--- config.mk ---
export PLATFORM = sky130hd
export DESIGN_NAME = seq_subtractor
export DESIGN_NICKNAME = d
export VERILOG_FILES = /design/src/rtl/seq_subtractor_pkg.sv /design/src/rtl/seq_subtractor_sub_slice.sv /design/src/rtl/seq_subtractor.sv
export SDC_FILE = /design/constraint.sdc
export NUM_CORES = 1
export LEC_CHECK = 0
export ABC_AREA = 1
export CAP_MARGIN = 40
export CORE_MARGIN = 3
export CORE_UTILIZATION = 40
export CTS_BUF_LIST = sky130_fd_sc_hd__clkbuf_16
export CTS_CLUSTER_SIZE = 12
export DETAILED_ROUTE_END_ITERATION = 6
export PLACE_DENSITY = 0.7
export SLEW_MARGIN = 20
export SYNTH_ARGS = -nofsm -noshare
export SYNTH_HDL_FRONTEND = slang
export SYNTH_SLANG_ARGS = --single-unit
export TNS_END_PERCENT = 30
--- constraint.sdc ---
create_clock -name clk -period 3.8 [get_ports clk]
set_input_delay 0.76 -clock clk [delete_from_list [all_inputs] [get_ports clk]]
set_output_delay 0.76 -clock clk [all_outputs]
set_load 0.02 [all_outputs]
--- src/rtl/seq_subtractor_pkg.sv ---
// seq_subtractor_pkg: shared FSM encoding and sizing helpers for the slice-serial subtractor
package seq_subtractor_pkg;
  typedef enum logic [1:0] {IDLE, RUN, DONE} state_t;
  function automatic int slice_count(input int width, input int slice);
    return width / slice;
  endfunction
  function automatic int cnt_width(input int n);
    return (n <= 1) ? 1 : $clog2(n);
  endfunction
endpackage

--- src/rtl/seq_subtractor_sub_slice.sv ---
// sub_slice: combinational SLICE-bit borrow-lookahead subtractor
module sub_slice #(
  parameter int SLICE = 4
) (
  input  logic [SLICE-1:0] a,
  input  logic [SLICE-1:0] b,
  input  logic             bin,
  output logic [SLICE-1:0] d,
  output logic             bout
);
  logic [SLICE-1:0] g, p;
  logic [SLICE:0] c;
  assign g = ~a & b;
  assign p = ~(a ^ b);
  always_comb begin
    c = '0;
    c[0] = bin;
    for (int i = 0; i < SLICE; i++) c[i+1] = g[i] | (p[i] & c[i]);
  end
  assign d = a ^ b ^ c[SLICE-1:0];
  assign bout = c[SLICE];
endmodule

--- src/rtl/seq_subtractor.sv ---
// seq_subtractor: computes D = A - B - Bin one SLICE per cycle with valid/ready handshakes
module seq_subtractor
  import seq_subtractor_pkg::*;
#(
  parameter int WIDTH = 32,
  parameter int SLICE = 4
) (
  input  logic             clk,
  input  logic             rst,
  input  logic             in_valid,
  output logic             in_ready,
  input  logic [WIDTH-1:0] A,
  input  logic [WIDTH-1:0] B,
  input  logic             Bin,
  output logic             out_valid,
  input  logic             out_ready,
  output logic [WIDTH-1:0] D,
  output logic             Bout,
  output logic             V,
  output logic             Z
);
  localparam int N = slice_count(WIDTH, SLICE);
  localparam int CW = cnt_width(N);
  state_t state, state_n;
  logic [CW-1:0] cnt;
  logic borrow, s_bout, last;
  logic [WIDTH-1:0] a_r, b_r, d_upd;
  logic [SLICE-1:0] s_d;
  sub_slice #(.SLICE(SLICE)) u_slice (
    .a   (a_r[cnt*SLICE +: SLICE]),
    .b   (b_r[cnt*SLICE +: SLICE]),
    .bin (borrow),
    .d   (s_d),
    .bout(s_bout)
  );
  assign last = cnt == CW'(N - 1);
  assign in_ready = state == IDLE;
  assign out_valid = state == DONE;
  always_comb begin
    d_upd = D;
    d_upd[cnt*SLICE +: SLICE] = s_d;
    state_n = (state == IDLE && in_valid) ? RUN :
              (state == RUN && last) ? DONE :
              (state == DONE && out_ready) ? IDLE : state;
  end
  always_ff @(posedge clk or posedge rst) begin
    if (rst) state <= IDLE;
    else state <= state_n;
  end
  // Flags are registered from d_upd so the last slice is included in Z and V.
  always_ff @(posedge clk or posedge rst) begin
    if (rst) begin
      cnt <= '0;
      borrow <= 1'b0;
      a_r <= '0;
      b_r <= '0;
      D <= '0;
      Bout <= 1'b0;
      V <= 1'b0;
      Z <= 1'b0;
    end else if (state == IDLE && in_valid) begin
      a_r <= A;
      b_r <= B;
      borrow <= Bin;
      cnt <= '0;
      D <= '0;
    end else if (state == RUN) begin
      D <= d_upd;
      borrow <= s_bout;
      cnt <= cnt + 1'b1;
      if (last) begin
        Bout <= s_bout;
        V <= (a_r[WIDTH-1] != b_r[WIDTH-1]) & (d_upd[WIDTH-1] != a_r[WIDTH-1]);
        Z <= ~|d_upd;
      end
    end
  end
endmodule

== Word level (Yosys, flattened, before mapping) ==
Index checks and enable logic that the tools add are counted.
Operators by class
  $add $sub $neg: 2
  multiply operators: 0
  divide/modulo/power cells: 0
  $lt $le $gt $ge: 0
  equal/unequal tests: 5
  shift operators: 4
  muxes and demuxes: 10
  bitwise logic cells: 15
  reductions and logical operators: 9
Operators with widths (number)
  $mux 32: 2
  $shiftx 32x6->4: 2
  $neg 5->34: 1
  $shift 4x34->32 const A: 1
  $shiftx 4x34->32: 1
  $bwmux 32: 1
  $reduce_or 32->1: 1
  $not 4->4: 2
  $xor 4x4->4: 2
  $mux 2: 3
  $mux 3: 2
  $and 1x1->1: 5
  $and 4x4->4: 1
  $or 1x1->1: 4
  $add 3x1->3 const B: 1
  $eq 3x3->1 const B: 1
  $logic_and 1x1->1: 3
  $reduce_and 3->1: 1
  $reduce_bool 3->1: 1
  $eq 2x1->1 const B: 1
  $eq 2x2->1 const B: 1
  $logic_not 2->1: 1
  $mux 1: 2
  $ne 1x1->1: 2
  3 further kinds: 3
Storage, ports and cells
  register bits: 105
  bits in latches: 0
  memory bits (writable): 0
  ROM bits: 0
  output and inout port bits: 37
  word-level logic and storage cells: 54
  memories: 0

== Longest topological paths before layout ==
Gate-level depths: netlist of run 1.
  word-level depth: 14
  gate-level depth with buffers: 23
  gate-level depth less buffers: 21

== By module ==
From an unflattened synthesis of run 1, not the netlist that was laid out.
Unflattened totals
  cell total of the unflattened synthesis: 717
  area total of the unflattened synthesis: 5403.9 µm²
Modules (own cells, without submodules)
  seq_subtractor: instances 1, cells an instance 703, area each 5286.3 µm², sequential area each 2627.5 µm²
  sub_slice: instances 1, cells an instance 14, area each 117.6 µm², sequential area each 0.0 µm²

== Worst setup path before layout of run 1 ==
OpenSTA, ideal clock, no wires.
  path kind: register -> register
  from: reg cnt[0]
  to: reg V
  arrival time: 3552 ps
  path slack: 131 ps
  stages on the path, launching flop included: 22
  buffers on the path: 3
  cells stage by stage: dfrtp_1 buf_4 buf_2 buf_2 a21oi_1 o21ai_0 o21ai_0 o21ai_0 fa_1 inv_1 fa_1 fa_1 inv_1 fa_1 nor2_1 nand3_1 nand2_1 o21ai_0 nand3_1 o21ai_0 nand3_1 nand2_1
Between the ends
  longest elaborated chain between the ends: 14
Ends and longest elaborated chain
  start, declared: line seq_subtractor.sv:25  | logic [CW-1:0] cnt;
  start signal, assigned: line seq_subtractor.sv:70  | cnt <= cnt + 1'b1;
  $shiftx 32x6->4, on equally long branches: line seq_subtractor.sv:30, seq_subtractor.sv:31
  $xor 4x4->4: line seq_subtractor_sub_slice.sv:14, seq_subtractor_sub_slice.sv:20
  $not 4->4: line seq_subtractor_sub_slice.sv:14  | assign p = ~(a ^ b);
  $and 1x1->1: line seq_subtractor_sub_slice.sv:18  | for (int i = 0; i < SLICE; i++) c[i+1] = g[i] | (p[i] & c[i]);
  $or 1x1->1: line seq_subtractor_sub_slice.sv:18
  $and 1x1->1: line seq_subtractor_sub_slice.sv:18
  $or 1x1->1: line seq_subtractor_sub_slice.sv:18
  $and 1x1->1: line seq_subtractor_sub_slice.sv:18
  $or 1x1->1: line seq_subtractor_sub_slice.sv:18
  $xor 4x4->4: line seq_subtractor_sub_slice.sv:20  | assign d = a ^ b ^ c[SLICE-1:0];
  $shiftx 4x34->32: line seq_subtractor.sv:41  | d_upd[cnt*SLICE +: SLICE] = s_d;
  $bwmux 32: line seq_subtractor.sv:41
  $ne 1x1->1: line seq_subtractor.sv:73  | V <= (a_r[WIDTH-1] != b_r[WIDTH-1]) & (d_upd[WIDTH-1] != a_r[WIDTH-1]);
  $and 1x1->1: line seq_subtractor.sv:73
  end signal, assigned: line seq_subtractor.sv:73
  end, declared: line seq_subtractor.sv:19  | output logic V,
Several ways; a longest one is shown, not always the timed one.
A chain may end at the register's enable or synchronous reset.

== Final worst setup path of run 1 ==
  from: reg cnt[0]
  to: reg Z
Between the ends
  longest elaborated chain between the ends: 14
Ends and longest elaborated chain
  $shiftx 32x6->4, on equally long branches: line seq_subtractor.sv:30, seq_subtractor.sv:31
  $xor 4x4->4: line seq_subtractor_sub_slice.sv:14, seq_subtractor_sub_slice.sv:20
  $not 4->4: line seq_subtractor_sub_slice.sv:14
  $and 1x1->1: line seq_subtractor_sub_slice.sv:18
  $or 1x1->1: line seq_subtractor_sub_slice.sv:18
  $and 1x1->1: line seq_subtractor_sub_slice.sv:18
  $or 1x1->1: line seq_subtractor_sub_slice.sv:18
  $and 1x1->1: line seq_subtractor_sub_slice.sv:18
  $or 1x1->1: line seq_subtractor_sub_slice.sv:18
  $xor 4x4->4: line seq_subtractor_sub_slice.sv:20
  $shiftx 4x34->32: line seq_subtractor.sv:41
  $bwmux 32: line seq_subtractor.sv:41
  $reduce_or 32->1: line seq_subtractor.sv:74  | Z <= ~|d_upd;
  $logic_not 1->1: line seq_subtractor.sv:74
  end signal, assigned: line seq_subtractor.sv:74
  end, declared: line seq_subtractor.sv:20  | output logic Z
Several ways; a longest one is shown, not always the timed one.

==> metrics.md, run 1 <==
| Metric | Value |
|---|---|
| Largest net degree at the start of global routing | 66 |
| Initial core utilization | between 40% and 50% |
| DRT Pass-1 Iters | 7 |
| Crit path from | cnt[0] |
| Routed WL | ~15 mm |
| Worst setup SP type | flip-flop |
| Vias in the first global route | 4944 |
| Io pins | around 110 |
| Sequential area share after synthesis | between 40% and 50% |
| Switching pwr | ~450 uW |
| Die width | 122 um |
| Ratio of cells with drive above 1 in the final layout | under 10% |
| Syn Inst Count | just over 700 |
| Highest clock rate | 277 MHz |
| Total GRT Usage | a little over a fifth |
| Syn avg cell area | 7.58 um^2 |
| Global-route wire length before repair | 24.6 mm |
| Cell Int Power | 1690 uW |
| Setup WS pre-CTS | about 0.15 ns |
| Netlist cell types | 29 |
| Sw frac | between 20% and 30% |
| Worst skew pair latency | between 0.3 and 0.4 ns |
| HPWL after DPL | around 11 mm |
| Synth top cells by count | 270 x nand2_1, 105 x dfrtp_1, 68 x inv_1, 68 x o21ai_0, 45 x nor2_1 |
| Hold path endpoint | b_r[1] |
| Top FF cell, synth | dfrtp_1 |
| Largest cells by area after synthesis | dfrtp_1 49%, nand2_1 19%, o21ai_0 6.3% |
| Top cell by count, worst path | nand2_1 |
| Critical Path Sink Type | flip-flop |
| RR Startpoint | cnt[0] |
| FF-to-FF path depth | 22 |
| Delay of the slowest critical-path stage | about 0.48 ns |
| Worst Slack Setup Final | 0.189 ns |
| Crit path buffers/inverters | 5 |
| R2r endpoint | Z |
| Worst Hold Launch | b_r[1] |
| Rows | 41 |
| Worst VDD drop | around 0.21 mV |
| CTS sink cnt | ~110 |
| Combinational power share | 4.6% |
| Core Area | ~13000 um^2 |
| RSZ-0062 raised after global routing | true |
| Worst Setup Path Type | flip-flop to flip-flop |
| Final net count | just under 900 |
| EDFF count, synth | 0 |
| Clock skew | 0.0129 ns |
| PD cells | 304 nW/um^2 |
| Slew @ Worst Pin | 0.666 ns |
| Mapped Area | around 5400 um^2 |
| Slew Limit Fails | 0 |
| Fraction of registers with async set/reset | 100% |
| Clock slew at reported path FFs | 0.07 ns |
| Vias per cell | around 5.1 |
| Post-route DRC | 0 |
| Fin crit share | a little over nine tenths |
| WL/cell | 15.2 um |
| H-tree Lvls | 3 |
| Initial DRC Count | about 440 |
| Total Neg Setup Slack | 0 ns |
| Die Area | 14900 um^2 |
| Clk root buf | clkbuf_16 |
| Die H | 122 um |
| CP max stage cell | dfrtp_2 |
| Area Growth Syn to Fin | 31.2% |
| Worst min path class | flip-flop to flip-flop |
| Overflow left after global routing | 0 |
| CTS Hold Buffers Added | 0 |
| Register-to-register setup slack | between 0.15 and 0.2 ns |
| Antenna viol nets, final | 0 |
| CTS max path bufs | 2 |
| Yosys reg bits | 105 |
| Via count | approximately 5000 |
| Synth Warn # | 0 |
| Initial antenna violation count | 0 |
| Worst path cell trace | buf_12 -> buf_2 -> o21ai_2 -> o21ai_0 -> o21ai_1 -> fa_2 -> inv_1 -> fa_1 -> fa_2 -> inv_2 -> fa_2 -> nor2_4 -> buf_4 -> nand3_2 -> nand3_1 -> nand2_1 -> nand2_1 -> nor2_1 -> nand3_1 -> nor2_1 -> nand2_1 -> nand2_1 |
| Static Leak | 0.00355 uW |
| Mapped Nets | 789 |
| Largest delay share family, worst path | adder cells |
| Inserted Diodes | 0 |
| RePlAce Congestion | approximately 0.9 |
| Worst Hold Depth | 2 |
| Final Hold Fails | 0 |
| Clock share of power | between 40% and 50% |
| Status | finished, final reports clean |
| Critical Path AT | ~3.9 ns |
| Synth top area share | about half |
| Inserted Clock Buffers | 9 |
| Worst relative slew slack | between 50% and 60% |
| TritonCTS clock tree | built |
| Minimum clock period | between 3 and 4 ns |
| Most frequent cell after synthesis | nand2_1 |
| Final setup vio count | 0 |
| WP data required | just over 4 ns |
| Number of max-cap violations | 0 |
| Port bufs | 105 |
| Cell taking the most area after synthesis | dfrtp_1 |
| Register share of total power | roughly 52% |
| Max FO, Critical Path | 8 |
==> per-layer routing <==
metal | vias to the layer above | track usage [%] | routed length [um]
met5 | - | 0 | 0
met4 | 0 | 9.10 | 480
met3 | 38 | 3.99 | 834
met2 | 176 | 32.9 | 6950
met1 | 2319 | 28.7 | 6770
li1 | 2473 | - | -
==> sequential cells by signal (all words and copies together), names as in the netlist <==
name / flops
Bout: 1
state: 2
a_r: 32
borrow: 1
cnt: 3
D: 32
b_r: 32
Z: 1
V: 1
==> timing repair <==
item / CTS / global route
endpoints found under the setup margin: 0 / 4
gates resized for setup: 0 / 20
setup buffers: 0 / 4
==> cells in the final DEF, fill, tap and decap left out, drive strengths merged <==
cell           count
nor2              46
dfrtp            105
clkinvlp           2
fa                 4
nand3             33
bufinv             1
buf               20
ha                 7
nor3               1
inv               73
or2                1
a31oi              4
nand4              4
o221ai             2
o22ai             32
clkdlybuf4s50    105
o21ai             72
nand2            272
o211ai             5
clkbuf            11
clkinv             3
a21oi             13
==> cells by family (layout without fill, tap and decap cells) <==
logic type      Yosys count  after routing  share of synthesized area [%]
flops                   105            105                           48.9
buf+inv                 108            215                           8.26
simple gates            357            357                           26.5
compound gates          128            128                           13.3
fa+ha+maj                11             11                           3.12
==> power by group through the flow <==
stage               Combinational, uW  Sequential (uW)  Clock, uW
global route                      107             1120        990
finish                           97.6             1120        927
detailed placement               96.4             1140          0
global placement                 94.8             1140          0
CTS                              96.4             1120        947
floorplan                        16.4             1140          0
==> layout make-up <==
class | instances | area [um^2]
Fill cell | 1206 | 5830
Sequential cell | 105 | 2630
Multi-Input combinational cell | 496 | 2340
Timing Repair Buffer | 127 | 1290
Inverter | 72 | 280
Clock buffer | 9 | 225
Tap cell | 172 | 215
Clock inverter | 7 | 70.1
==> worst reg2reg max path: cells and delay by family, from the launching register on <==
kind,cells,cell delay [ns]
AOI/OAI and AO/OA,3,0.40
adders and majority gates,4,1.41
buffers and inverters,5,0.57
DFF,1,0.48
and+or+nand+nor,10,0.67
==> stage by stage <==
stage               total power (uW)  utilization [%]  instances  instance area (um^2)  hold slack [ns]
floorplan                       1160                -        709                  5380            0.444
global placement                1230             51.3        965                  6610            0.463
detailed placement              1230             51.3        965                  6610            0.461
CTS                             2160             53.6        981                  6910            0.480
global route                    2210             54.8        988                  7050            0.493
finish                          2140             54.8        988                  7050            0.480
==> how the worst max path moves through the flow <==
stage                     end  cells past startpoint  slack (ns)
final                       Z                     22        0.19
after global routing        Z                     22       -0.09
after CTS                   V                     18        0.11
after detailed placement    V                     19        0.15
after global placement      Z                     22        0.22
after floorplan             V                     21        0.13
Power figures use the tool's default switching activity.
==> inputs of run 2 (changes only) <==
==> constraint.sdc (replaced) <==
create_clock -name clk -period 3.8 [get_ports clk]
set_input_delay 0.76 -clock clk [delete_from_list [all_inputs] [get_ports clk]]
set_output_delay 0.76 -clock clk [all_outputs]
set_load 0.005 [all_outputs]
==> results of run 2 <==
The final DEF is identical to that of run 1; final timing and power are the same.
==> inputs of run 3 (changes only) <==
--- a/config.mk
+++ b/config.mk
@@ -7,6 +7,7 @@
 export LEC_CHECK = 0
 export ABC_AREA = 1
 export CAP_MARGIN = 40
+export CORE_ASPECT_RATIO = 2
 export CORE_MARGIN = 3
 export CORE_UTILIZATION = 40
 export CTS_BUF_LIST = sky130_fd_sc_hd__clkbuf_16
==> run 3 against run 2 <==
Net effect:
- register-to-register slack lost 0.03 ns
- critical path depth did not move
- sequential share of layout area increased by 0.28 points
- global-route usage rose by 0.52 points
- via count down 0.66%
- count of clock-buffer cells in the layout did not move
- fmax decreased by 0.74%
- clock skew is 0.0045 ns lower
- final cell count decreased by 1.7%
- clock power fell by 8.7%
- critical endpoint unchanged
- hold slack worse by 0.00071 ns
==> metrics.md, run 3 (synthesis results as in run 1) <==
| Metric | Value |
|---|---|
| Worst Setup Path Type | flip-flop to flip-flop |
| CTS sink cnt | 105 (unchanged) |
| Area of the multi-input gates | 2330 um^2 (-0.32%) |
| RePlAce Congestion | 0.886 (-1.8%) |
| CP max stage cell | dfrtp_2 |
| CTS Hold Buffers Added | 0 (unchanged) |
| Core Area | 13100 um^2 (+1.5%) |
| Io pins | 106 (unchanged) |
| Initial antenna violation count | 0 (unchanged) |
| Delay of the slowest critical-path stage | 0.47 ns (about the same) |
| Initial core utilization | 41.1% (-0.61 points) |
| Most common cell after layout, fill and taps aside | nand2_1 |
| GR met2 Demand/Resource | 39.5% (+6.6 points) |
| Clock slew at reported path FFs | 0.07 ns (about the same) |
| Vias per cell | 5.12 (+1.1%) |
| Highest clock rate | 275 MHz (-0.74%) |
| Routed WL | 15.5 mm (+3.0%) |
| Total GRT Usage | 21.6% (+0.52 points) |
| Post-layout util | 53.6% (-1.2 points) |
| WL/cell | 15.9 um (+4.8%) |
| Largest net degree at the start of global routing | 65 (-1.5%) |
| Critical Path AT | 3.88 ns (+0.02 ns) |
| Die Area | 14900 um^2 (+0.57%) |
| Biggest regs | D (32), a_r (32), b_r (32) |
| WP data required | 4.04 ns (about the same) |
| Ratio of cells with drive above 1 in the final layout | 7.57% (+0.22 points) |
| Status | finished, final reports clean |
| PD cells | 295 nW/um^2 (-3.0%) |
| Static Leak | 0.00354 uW (-0.26%) |
| Met1 Usage GRT | 22.7% (-5.9 points) |
| Worst path cell trace | buf_12 -> buf_4 -> nand2_1 -> o211ai_1 -> a31oi_2 -> fa_2 -> inv_1 -> fa_2 -> fa_2 -> inv_2 -> fa_1 -> nor2_2 -> buf_4 -> nand2_1 -> nand3_1 -> nand2_1 -> nand2_1 -> nor2_1 -> nand3_1 -> nor2_1 -> nand2_1 -> nand2_1 |
| Worst skew pair latency | 0.35 ns (about the same) |
| Fin crit share | 95.7% (+0.71 points) |
| Top cell by count, worst path | nand2_1 |
| Post-route DRC | 0 (unchanged) |
| Die width | 88.0 um (-28%) |
| Area Growth Syn to Fin | 30.2% |
| CTS max path bufs | 2 (unchanged) |
| Setup WS pre-CTS | 0.137 ns (-0.0128 ns) |
| Via count | 4973 (-0.66%) |
| Hold_ws | 0.479 ns (-0.000709 ns) |
| Worst min path class | flip-flop to flip-flop |
| Inserted Clock Buffers | 9 (unchanged) |
| Final setup vio count | 0 (unchanged) |
| Inserted Diodes | 0 (unchanged) |
| Worst VDD drop | 0.248 mV (+19%) |
| Vias in the first global route | 5008 (+1.3%) |
| Commonest cells after routing, fill and taps aside | 270 x nand2_1, 105 x clkdlybuf4s50_1, 103 x dfrtp_1 |
| Antenna viol nets, final | 0 (unchanged) |
| Worst Slack Setup Final | 0.162 ns (-0.0270 ns) |
| Final net count | 895 (+0.45%) |
| Minimum clock period | 3.64 ns (+0.0270 ns) |
| Number of max-cap violations | 0 (unchanged) |
| Overflow left after global routing | 0 (unchanged) |
| Storage cell area | 2630 um^2 (unchanged) |
| Fillers | 1250 (+3.6%) |
| Worst relative slew slack | 56.3% (+0.74 points) |
| Worst setup SP type | flip-flop |
| Critical Path Sink Type | flip-flop |
| H-tree Lvls | 3 (unchanged) |
| Max FO, Critical Path | 8 (unchanged) |
| Port bufs | 105 (unchanged) |
| Initial DRC Count | 210 (-52%) |
| Total chip power | 2060 uW (-3.7%) |
| Rows | 59 (+44%) |
| Clk root buf | clkbuf_16 |
| TritonCTS clock tree | built |
| Final Hold Fails | 0 (unchanged) |
| Slew @ Worst Pin | 0.655 ns (-0.0111 ns) |
| Global-route wire length before repair | 24.7 mm (+0.45%) |
| DRT Pass-1 Iters | 5 (-2) |
| HPWL after DPL | 11.9 mm (+7.0%) |
| Clock skew | 0.00847 ns (-0.00446 ns) |
| Slew Limit Fails | 0 (unchanged) |
| Die H | 170 um (+39%) |
| Top Usage Layer GRT | met2 |
| Met3 GRT Util | 2.47% (-1.5 points) |
run 3: final timing paths:
path                         start  endpoint  slack, ns  cells past startpoint
min                        a_r[11]   a_r[11]       0.48                      2
min reg2reg                a_r[11]   a_r[11]       0.48                      2
max                         cnt[0]         Z       0.16                     22
max reg2reg                 cnt[0]         Z       0.16                     22
min in group asynchronous      rst     D[19]       0.68                      2
max in group asynchronous      rst    cnt[1]       2.60                      3
run 3: final cells by class:
class                           instances  share of cell area [%]
Sequential cell                       105                    37.6
Multi-Input combinational cell        496                    33.3
Timing Repair Buffer                  131                    18.7
Inverter                               72                    3.97
Clock buffer                            9                    3.22
Tap cell                              152                    2.72
Clock inverter                          6                   0.536
run 3: power breakdown:
| group | internal, uW | switching (uW) | total [uW] |
|---|---|---|---|
| clock network | 436 | 410 | 846 |
| logic | 65.6 | 32.4 | 98.0 |
| registers | 1120 | 0 | 1120 |
run 3: timing repair:
| action | CTS | global route |
|---|---|---|
| setup buffers | 0 | 4 |
| gates resized for setup | 0 | 18 |
| endpoints found under the setup margin | 0 | 3 |
run 3: routing by layer:
layer | vias up | share of wire [%]
li1 | 2481 | -
met1 | 2295 | 35
met5 | - | 0
met4 | 0 | 5.3
met3 | 48 | 2.6
met2 | 149 | 57
run 3: stage by stage:
| step | instance area (um^2) | setup TNS, ns | std cells |
|---|---|---|---|
| 2_1_floorplan | 5380 | 0 | 709 |
| 3_3_place_gp | 6620 | 0 | 950 |
| 3_5_place_dp | 6620 | 0 | 950 |
| 4_1_cts | 6880 | 0 | 965 |
| 5_1_grt | 7000 | -0.0209 | 971 |
| 6_report | 7000 | 0 | 971 |
run 3: critical path: cells and delay by family, from the launching register on:
family / cells / cell delay [ns]
flip-flops: 1 / 0.47
AND/OR/NAND/NOR: 11 / 0.82
buffers and inverters: 5 / 0.57
AO/OA/AOI/OAI: 2 / 0.36
adder cells (fa/ha/maj): 4 / 1.34
